[src/rtl/ex_stage.sv]
// ex_stage -- MIPS-style execute stage with operand forwarding and an
// optional iterative shift-add multiplier.
//
// Optional feature: define MULT_UNIT_EN to build the multiplier FSM
// (funct 011000). Without it, funct 011000 yields 0 with 1-cycle latency
// and ex_busy is tied low.
//
// Ports
//   clk, rst_n        clock, asynchronous active-low reset
//   contral_out_b1    ID/EX control {ALU_src, Reg_dst, Reg_w, Mem_w, Mem_r, ALU_op[1:0]}
//   RsData_b          register-file Rs operand
//   RtData_b1         register-file Rt operand
//   ALU_something     16-bit immediate, [5:0] is funct
//   RdAddr_b1, RtAddr_b, RsAddr_b   register addresses
//   wb_reg_w, wb_addr, wb_data      MEM/WB write-back, used for forwarding
//   ex_busy           stall request to upstream stages
//   mem_ctrl          registered {Reg_w, Mem_w, Mem_r}
//   alu_result        registered ALU / multiply result
//   store_data        registered forwarded Rt value
//   dst_addr          registered destination register
//   zero_flag         registered (result == 0)
module ex_stage (
  input  logic        clk,
  input  logic        rst_n,
  input  logic [6:0]  contral_out_b1,
  input  logic [31:0] RsData_b,
  input  logic [31:0] RtData_b1,
  input  logic [15:0] ALU_something,
  input  logic [4:0]  RdAddr_b1,
  input  logic [4:0]  RtAddr_b,
  input  logic [4:0]  RsAddr_b,
  input  logic        wb_reg_w,
  input  logic [4:0]  wb_addr,
  input  logic [31:0] wb_data,
  output logic        ex_busy,
  output logic [2:0]  mem_ctrl,
  output logic [31:0] alu_result,
  output logic [31:0] store_data,
  output logic [4:0]  dst_addr,
  output logic        zero_flag
);

  logic       alu_src;
  logic       reg_dst;
  logic [2:0] mem_bits;
  logic [1:0] alu_op;
  logic [5:0] funct;

  assign alu_src  = contral_out_b1[6];
  assign reg_dst  = contral_out_b1[5];
  assign mem_bits = contral_out_b1[4:2];
  assign alu_op   = contral_out_b1[1:0];
  assign funct    = ALU_something[5:0];

  // EX/MEM result has priority over MEM/WB; register 0 is never forwarded.
  function automatic logic [31:0] fwd_sel(
    input logic [4:0]  addr,
    input logic [31:0] rf_val,
    input logic        exm_w,
    input logic [4:0]  exm_addr,
    input logic [31:0] exm_val,
    input logic        wbk_w,
    input logic [4:0]  wbk_addr,
    input logic [31:0] wbk_val
  );
    logic [31:0] r;
    r = rf_val;
    if (exm_w && (exm_addr != 5'd0) && (exm_addr == addr))
      r = exm_val;
    else if (wbk_w && (wbk_addr != 5'd0) && (wbk_addr == addr))
      r = wbk_val;
    return r;
  endfunction

  // Modulo-2^32 ALU; unknown funct codes (including mult) produce 0.
  function automatic logic [31:0] alu_calc(
    input logic [1:0]         op,
    input logic [5:0]         fn,
    input logic signed [31:0] a,
    input logic signed [31:0] b
  );
    logic [31:0] r;
    r = '0;
    case (op)
      2'b00: r = a + b;
      2'b01: r = a - b;
      2'b11: r = {31'b0, (a < b)};
      default: begin
        case (fn)
          6'b100000: r = a + b;
          6'b100010: r = a - b;
          6'b100100: r = a & b;
          6'b100101: r = a | b;
          6'b101010: r = {31'b0, (a < b)};
          default:   r = '0;
        endcase
      end
    endcase
    return r;
  endfunction

  // ---- stage p0: forwarding, operand select, ALU ----
  logic [31:0] op_a_p0;
  logic [31:0] rt_fwd_p0;
  logic [31:0] op_b_p0;
  logic [31:0] alu_res_p0;
  logic [4:0]  dst_p0;

  assign op_a_p0    = fwd_sel(RsAddr_b, RsData_b, mem_ctrl[2], dst_addr, alu_result,
                              wb_reg_w, wb_addr, wb_data);
  assign rt_fwd_p0  = fwd_sel(RtAddr_b, RtData_b1, mem_ctrl[2], dst_addr, alu_result,
                              wb_reg_w, wb_addr, wb_data);
  assign op_b_p0    = alu_src ? {{16{ALU_something[15]}}, ALU_something} : rt_fwd_p0;
  assign alu_res_p0 = alu_calc(alu_op, funct, op_a_p0, op_b_p0);
  assign dst_p0     = reg_dst ? RdAddr_b1 : RtAddr_b;

`ifdef MULT_UNIT_EN
  localparam logic [1:0] IDLE = 2'b00;
  localparam logic [1:0] BUSY = 2'b01;
  localparam logic [1:0] DONE = 2'b10;

  logic [1:0]  state;
  logic [4:0]  cnt;
  logic [31:0] mcand_p1;
  logic [31:0] mplier_p1;
  logic [31:0] prod_p1;
  logic        is_mult_p0;
  logic        busy_p0;

  assign is_mult_p0 = (alu_op == 2'b10) && (funct == 6'b011000);
  // Busy already in the IDLE cycle that accepts the mult so upstream holds.
  assign busy_p0    = ((state == IDLE) && is_mult_p0) || (state == BUSY);
  assign ex_busy    = rst_n & busy_p0;

  always_ff @(posedge clk or negedge rst_n) begin
    if (!rst_n) begin
      state <= IDLE;
      cnt   <= 5'd0;
    end else begin
      case (state)
        IDLE: if (is_mult_p0) begin
          state <= BUSY;
          cnt   <= 5'd0;
        end
        BUSY: begin
          cnt <= cnt + 5'd1;
          if (cnt == 5'd31) state <= DONE;
        end
        // DONE always returns to IDLE, so the held mult cannot retrigger.
        DONE:    state <= IDLE;
        default: state <= IDLE;
      endcase
    end
  end

  // ---- stage p1: shift-add datapath, operands frozen once latched ----
  always_ff @(posedge clk) begin
    if ((state == IDLE) && is_mult_p0) begin
      mcand_p1  <= op_a_p0;
      mplier_p1 <= op_b_p0;
      prod_p1   <= '0;
    end else if (state == BUSY) begin
      if (mplier_p1[0]) prod_p1 <= prod_p1 + mcand_p1;
      mcand_p1  <= mcand_p1 << 1;
      mplier_p1 <= mplier_p1 >> 1;
    end
  end
`else
  assign ex_busy = 1'b0;
`endif

  logic [2:0]  nxt_ctrl;
  logic [31:0] nxt_res;
  logic [31:0] nxt_st;
  logic [4:0]  nxt_dst;
  logic        nxt_zero;

  always_comb begin
    nxt_ctrl = mem_bits;
    nxt_res  = alu_res_p0;
    nxt_st   = rt_fwd_p0;
    nxt_dst  = dst_p0;
    nxt_zero = (alu_res_p0 == '0);
`ifdef MULT_UNIT_EN
    if (state == DONE) begin
      nxt_res  = prod_p1;
      nxt_zero = (prod_p1 == '0);
    end else if (busy_p0) begin
      nxt_ctrl = 3'b000;
      nxt_res  = '0;
      nxt_st   = '0;
      nxt_dst  = 5'd0;
      nxt_zero = 1'b0;
    end
`endif
  end

  // ---- EX/MEM register ----
  always_ff @(posedge clk or negedge rst_n) begin
    if (!rst_n) begin
      mem_ctrl   <= 3'b000;
      alu_result <= '0;
      store_data <= '0;
      dst_addr   <= 5'd0;
      zero_flag  <= 1'b0;
    end else begin
      mem_ctrl   <= nxt_ctrl;
      alu_result <= nxt_res;
      store_data <= nxt_st;
      dst_addr   <= nxt_dst;
      zero_flag  <= nxt_zero;
    end
  end

endmodule

[config.mk]
export PLATFORM = sky130hd
export DESIGN_NAME = ex_stage
export DESIGN_NICKNAME = d
export VERILOG_FILES = /design/src/rtl/ex_stage.sv
export SDC_FILE = /design/constraint.sdc
export NUM_CORES = 1
export LEC_CHECK = 0
export BUFFER_PORTS_ARGS = -buffer_cell sky130_fd_sc_hd__buf_2
export CORE_ASPECT_RATIO = 0.75
export CORE_MARGIN = 2
export CORE_UTILIZATION = 61
export CTS_CLUSTER_SIZE = 25
export DETAILED_ROUTE_END_ITERATION = 7
export GPL_ROUTABILITY_DRIVEN = 0
export HOLD_SLACK_MARGIN = 0.12
export PLACE_DENSITY = 0.89
export SLEW_MARGIN = 20
export SYNTH_ARGS = -nofsm -noshare
export SYNTH_HDL_FRONTEND = slang
export SYNTH_SLANG_ARGS = --single-unit
[constraint.sdc]
create_clock -name clk -period 9.1 [get_ports clk]
set_clock_uncertainty 0.1 [all_clocks]
set_input_delay 0.91 -clock clk [delete_from_list [all_inputs] [get_ports clk]]
set_output_delay 0.91 -clock clk [all_outputs]
set_load 0.05 [all_outputs]
Yosys cells after proc, flatten, opt, wreduce, memory -nomap -nowiden
Cells that the tools add are included.

storage, ports and cells
  register bits = 73
  bits in latches = 0
  RAM bits = 0
  bits in read-only memories = 0
  bits of input ports = 142
  output and inout port bits = 74
  memories kept = 0

cells by class
  add/sub/neg operators = 2
  multiply operators = 0
  div/mod/pow operators = 0
  magnitude comparators = 1
  eq/ne operators = 11
  shift operators = 0
  muxes and demuxes = 8
  bitwise gates (word level) = 2
  reductions and logical operators = 10

operators with widths
  kind                                                 count
  two-way mux 32 bit                                   5
  one-hot mux 32 bit (5 select lines)                  1
  one-hot mux 32 bit (3 select lines)                  1
  adder 32 bit                                         1
  AND 32 bit                                           1
  zero test 32 bit                                     1
  < comparator 32 bit                                  1
  bitwise OR 32 bit                                    1
  subtractor 32 bit                                    1
  equality test 6 bit, second input constant           5
  equality test 5 bit                                  4
  nonzero test 5 bit                                   2
  logical AND 1 bit                                    6
  two-way mux 5 bit                                    1
  equality test 2 x 1 -> 1 bit, second input constant  1
  equality test 2 bit, second input constant           1
  zero test 2 bit                                      1

Logic depth before layout (Yosys ltp)
  depth after elaboration = 10
  mapped depth = 21
  gate-level depth less buffers = 20

Worst setup path after synthesis
No wires, ideal clock.

  kind = input to register
  from = in wb_addr[4]
  to = reg zero_flag
  library setup time = 0.072 ns
  arrival = 5.448 ns
  data required time = 8.928 ns
  path slack = 3.480 ns
  stages = 20
  buffers on the path = 1
  cells stage by stage = xnor2_1 -> nand3_1 -> nor4_1 -> buf_2 -> mux2i_1 -> o21ai_0 -> mux2_2 -> ha_1 -> fa_1 -> nor2b_1 -> or3_1 -> a31o_1 -> a22o_1 -> nor3b_2 -> o2111a_1 -> or4b_1 -> nor4_1 -> and4b_1 -> nand4_1 -> nor2_1

between the ends
  word-level cells in the longest chain between the ends = 10

RTL lines
  element                                            RTL line  source
  start, declared                                    33        input logic [4:0] wb_addr,
  nonzero test 5 bit                                 70        else if (wbk_w && (wbk_addr != 5'd0) && (wbk_addr == addr))
  logical AND 1 bit                                  70
  logical AND 1 bit *                                70
  two-way mux 32 bit *                               70
  two-way mux 32 bit *                               68        if (exm_w && (exm_addr != 5'd0) && (exm_addr == addr))
  named net nxt_st[0]                                174       logic [31:0] nxt_st;
  two-way mux 32 bit *                               113       assign op_b_p0 = alu_src ? {{16{ALU_something[15]}}, ALU_something} : rt_fwd_p0;
  subtractor 32 bit or adder 32 bit (tied branches)  n/a
  one-hot mux 32 bit (5 select lines)                89        case (fn)
  one-hot mux 32 bit (3 select lines) *              84        case (op)
  named net alu_res_p0[2]                            106       logic [31:0] alu_res_p0;
  zero test 32 bit *                                 183       nxt_zero = (alu_res_p0 == '0);
  named net nxt_zero                                 176       logic nxt_zero;
  end signal, assigned                               211       zero_flag <= nxt_zero;
  end, declared                                      40        output logic zero_flag

The timed path passes the listed nets; every way through them passes the cells marked *.

Worst setup path in the final report
  from = in wb_addr[3]
  to = reg zero_flag

between the ends
  word-level cells in the longest chain between the ends = 10

RTL lines
  element                                    RTL line
  nonzero test 5 bit                         70
  logical AND 1 bit (2 in series)            70
  two-way mux 32 bit                         70
  two-way mux 32 bit                         68
  two-way mux 32 bit                         113
  subtractor 32 bit (tied with other cells)  86, 91
  one-hot mux 32 bit (5 select lines)        89
  one-hot mux 32 bit (3 select lines) *      84
  named net alu_res_p0[10]                   106
  zero test 32 bit *                         183
  named net nxt_zero                         176

Marks and branches as above.

==> metrics.txt <==
outcome finished with violations; failing checks design-rule violations; worst r2r src dst_addr[0]$_DFF_PN0_; # port buffers roughly 210; Finished Core Util between 70% and 80%; Starting Density slightly above 60%; CTS tree done; yosys warns 0; Clock Tree Root clkbuf_16; worst reg2reg path endpoint zero_flag$_DFF_PN0_; Yosys top cell area share between 10% and 20%; Sink Count 73; element type at the critical path end flip-flop; area delta synth->final 14.8%; die width 148 um; cell taking the most area after synthesis dfrtp_1; DR vias/cell between 6 and 7; Synth area leaders dfrtp_1 19%, ha_1 14%, mux2i_1 7.7%; sequential area share after synthesis approximately a fifth; Clock Power Share a little over a fifth; Most used DFF post-synth dfrtp_1; Pins Over Slew Limit 0; total number of vias 10600; PwrDens between 150 and 200 mW/mm^2; Final HPWL DP 24.4 mm; top-count cell post-synth nand2_1; largest net degree at the start of global routing 74; final WL 33.2 mm; R2R setup slack 3.13 ns; count of cell types in the netlist a little over 90; gr usage total roughly 40%; leakage power ~5.0 nW; die height ~110 um; worst-margin pin slew ~1.1 ns; Critical Path Sink zero_flag$_DFF_PN0_; Clock H-tree levels 3; Final Instance Area between 0.01 and 0.015 sq mm; drc violations 1; first-pass GRT wire length ~52 mm; Fin Setup TNS 0 ns; Seq pwr share a little under a quarter; Max clock buf depth 2; peak supply drop between 100 and 150 uV; Worst setup SP type input port; vias in the first global route 9745; Worst EP arrival between 6 and 7 ns; worst rel slew slack roughly 28%; CTS Hold Bufs 0; filler cell count between 1000 and 1500; mapped cell area 0.00946 sq mm; initial antenna violation count 2; share of post-route cells with drive strength above 1 22.0%; Max Freq 0.157 GHz; PostCTS Resize Cnt 0; final period utilization between 60% and 70%; DR WL/cell roughly 21 um; Initial DRT Pass Iterations 8; Switch Pwr between 0.0008 and 0.0009 W; Comb power frac 54.3%; final hold violation count 0; CP startpoint wb_addr[3]; core area between 0.015 and 0.02 sq mm; final setup margin around 2.7 ns; crit path time final 6.37 ns; Crit Path Class input port to flip-flop; DR iter-0 viols around 1700; IO Pins between 200 and 250; total global routing overflow 0; Syn Inst Count 1216; Int Power ~0.00084 W; RSZ-0062 raised after global routing no; Nets 1624; Setup Slack @ Placement roughly 2.7 ns; Site Rows 39; clock-pin slew on the worst setup and hold paths 0.07 ns; Synth Net Count about 1500; most instantiated cells after synthesis 131 x nand2_1, 104 x ha_1, 102 x inv_1, 99 x o21ai_0, 75 x nor2_1; post-route ant nets 0; CP max FO 32; hold depth 2; # setup viols final 0; postcts setup bufs 0; FF-to-FF path depth 18; Req. time, crit path between 9 and 10 ns; die area approximately 0.017 sq mm; Clock Latency Late Sink 0.36 ns; synthesized area per cell just under 8 sq um; switch share 49.8%; Post-synth EDFFs 0; CTS Buf Count 9; hold crit path type flip-flop to flip-flop; Yosys reg bits 73; async set-reset flop share out of synthesis 100%; Max-Cap Viols 0; placed cell areas between 0.01 and 0.015 sq mm
worst min-delay path by stage:
stage / endpoint / slack [ns] / start
2_1_floorplan: alu_result[0]$_DFF_PN0_ / 0.51 / rst_n
3_3_place_gp: store_data[9]$_DFF_PN0_ / 0.41 / alu_result[9]$_DFF_PN0_
3_5_place_dp: store_data[11]$_DFF_PN0_ / 0.42 / alu_result[11]$_DFF_PN0_
4_1_cts: store_data[8]$_DFF_PN0_ / 0.45 / alu_result[8]$_DFF_PN0_
5_1_grt: store_data[6]$_DFF_PN0_ / 0.49 / alu_result[6]$_DFF_PN0_
6_report: store_data[13]$_DFF_PN0_ / 0.44 / alu_result[13]$_DFF_PN0_
area by class of cell:
class / count / area, sq um / area share, %
clock buffer: 9 / 225 / 2.07
sequential: 73 / 1830 / 16.8
antenna: 1 / 2.50 / 0.0230
timing repair buffer: 225 / 1160 / 10.6
inverter: 107 / 402 / 3.70
tap: 205 / 256 / 2.36
clock inverter: 7 / 65.1 / 0.599
multi-input combinational: 960 / 6930 / 63.8
critical path, cell delays in order:
cell and delay [ns]:
buf_2 0.12, or4_1 0.51, o21ai_0 0.32, nor4_2 0.09
buf_4 0.35, mux2i_1 0.21, o21ai_0 0.68, fa_1 0.36
a21oi_1 0.14, o21ba_2 0.27, o41a_1 0.45, o31ai_1 0.42
xnor2_1 0.19, o221ai_1 0.24, or2_2 0.40, nor4_1 0.28
and4b_1 0.32, nand4_1 0.14, nor2_1 0.13
power by group through the flow:
| stage | clock network (W) | registers (W) | logic (W) |
|---|---|---|---|
| 6_report | 0.000365 | 0.000403 | 0.000911 |
| 5_1_grt | 0.000377 | 0.000407 | 0.000957 |
| 4_1_cts | 0.000362 | 0.000401 | 0.000875 |
| 3_5_place_dp | 0 | 0.000407 | 0.000866 |
| 3_3_place_gp | 0 | 0.000406 | 0.000846 |
| 2_1_floorplan | 0 | 0.000560 | 0.000479 |
metrics by stage:
stage	hold slack, ns	power [W]	instances
4_1_cts	0.450	0.00164	1586
3_5_place_dp	0.424	0.00127	1570
3_3_place_gp	0.411	0.00125	1570
5_1_grt	0.490	0.00174	1587
2_1_floorplan	0.514	0.00104	1216
6_report	0.442	0.00168	1587
flip-flops by register name, indices dropped and copies added (netlist names):
signal,flops
mem_ctrl,3
store_data,32
alu_result,32
zero_flag,1
dst_addr,5
cell usage in the layout (no fill, tap or decap), types with 5 or more instances in the layout:
cell type    n
buf_2      213
nand2_1    131
ha_1       104
inv_1      102
o21ai_0     99
nor2_1      75
a21oi_1     74
mux2i_1     73
dfrtp_1     73
a21o_1      33
xnor2_1     25
nand3_1     23
mux2_2      19
nor3_1      19
o211ai_1    16
o31ai_1     16
o22ai_1     14
buf_4       12
a211oi_1    11
nand2b_1    11
nor4_1      11
o221ai_1    10
o21a_1       9
and3_1       9
clkbuf_16    9
xor2_1       8
nor2b_1      8
a22oi_1      8
a221oi_1     8
and2_1       7
a221o_1      7
o31a_1       6
or3_1        6
o21bai_1     6
or2_2        6
a31oi_1      6
inv_2        5
cells by family (layout without fill, tap and decap cells):
kind of cell	Yosys count	after routing	synth area share [%]
compound gates	392	392	28.8
simple gates	336	336	16.8
buf+inv	183	348	7.83
fa+ha+maj	106	106	14.2
mux	92	92	9.98
flops	73	73	19.3
xor+xnor	33	33	3.05
other cells	1	2	0.0396
routing by layer:
| layer | GRT usage [%] | part of all wire (%) | vias up |
|---|---|---|---|
| met1 | 54.1 | 39 | 4819 |
| met2 | 57.6 | 41 | 928 |
| met3 | 11.5 | 16 | 174 |
| met5 | 0 | 0 | - |
| met4 | 14.2 | 4.6 | 0 |
| li1 | - | - | 4697 |
(Power assumes the default switching activity.)
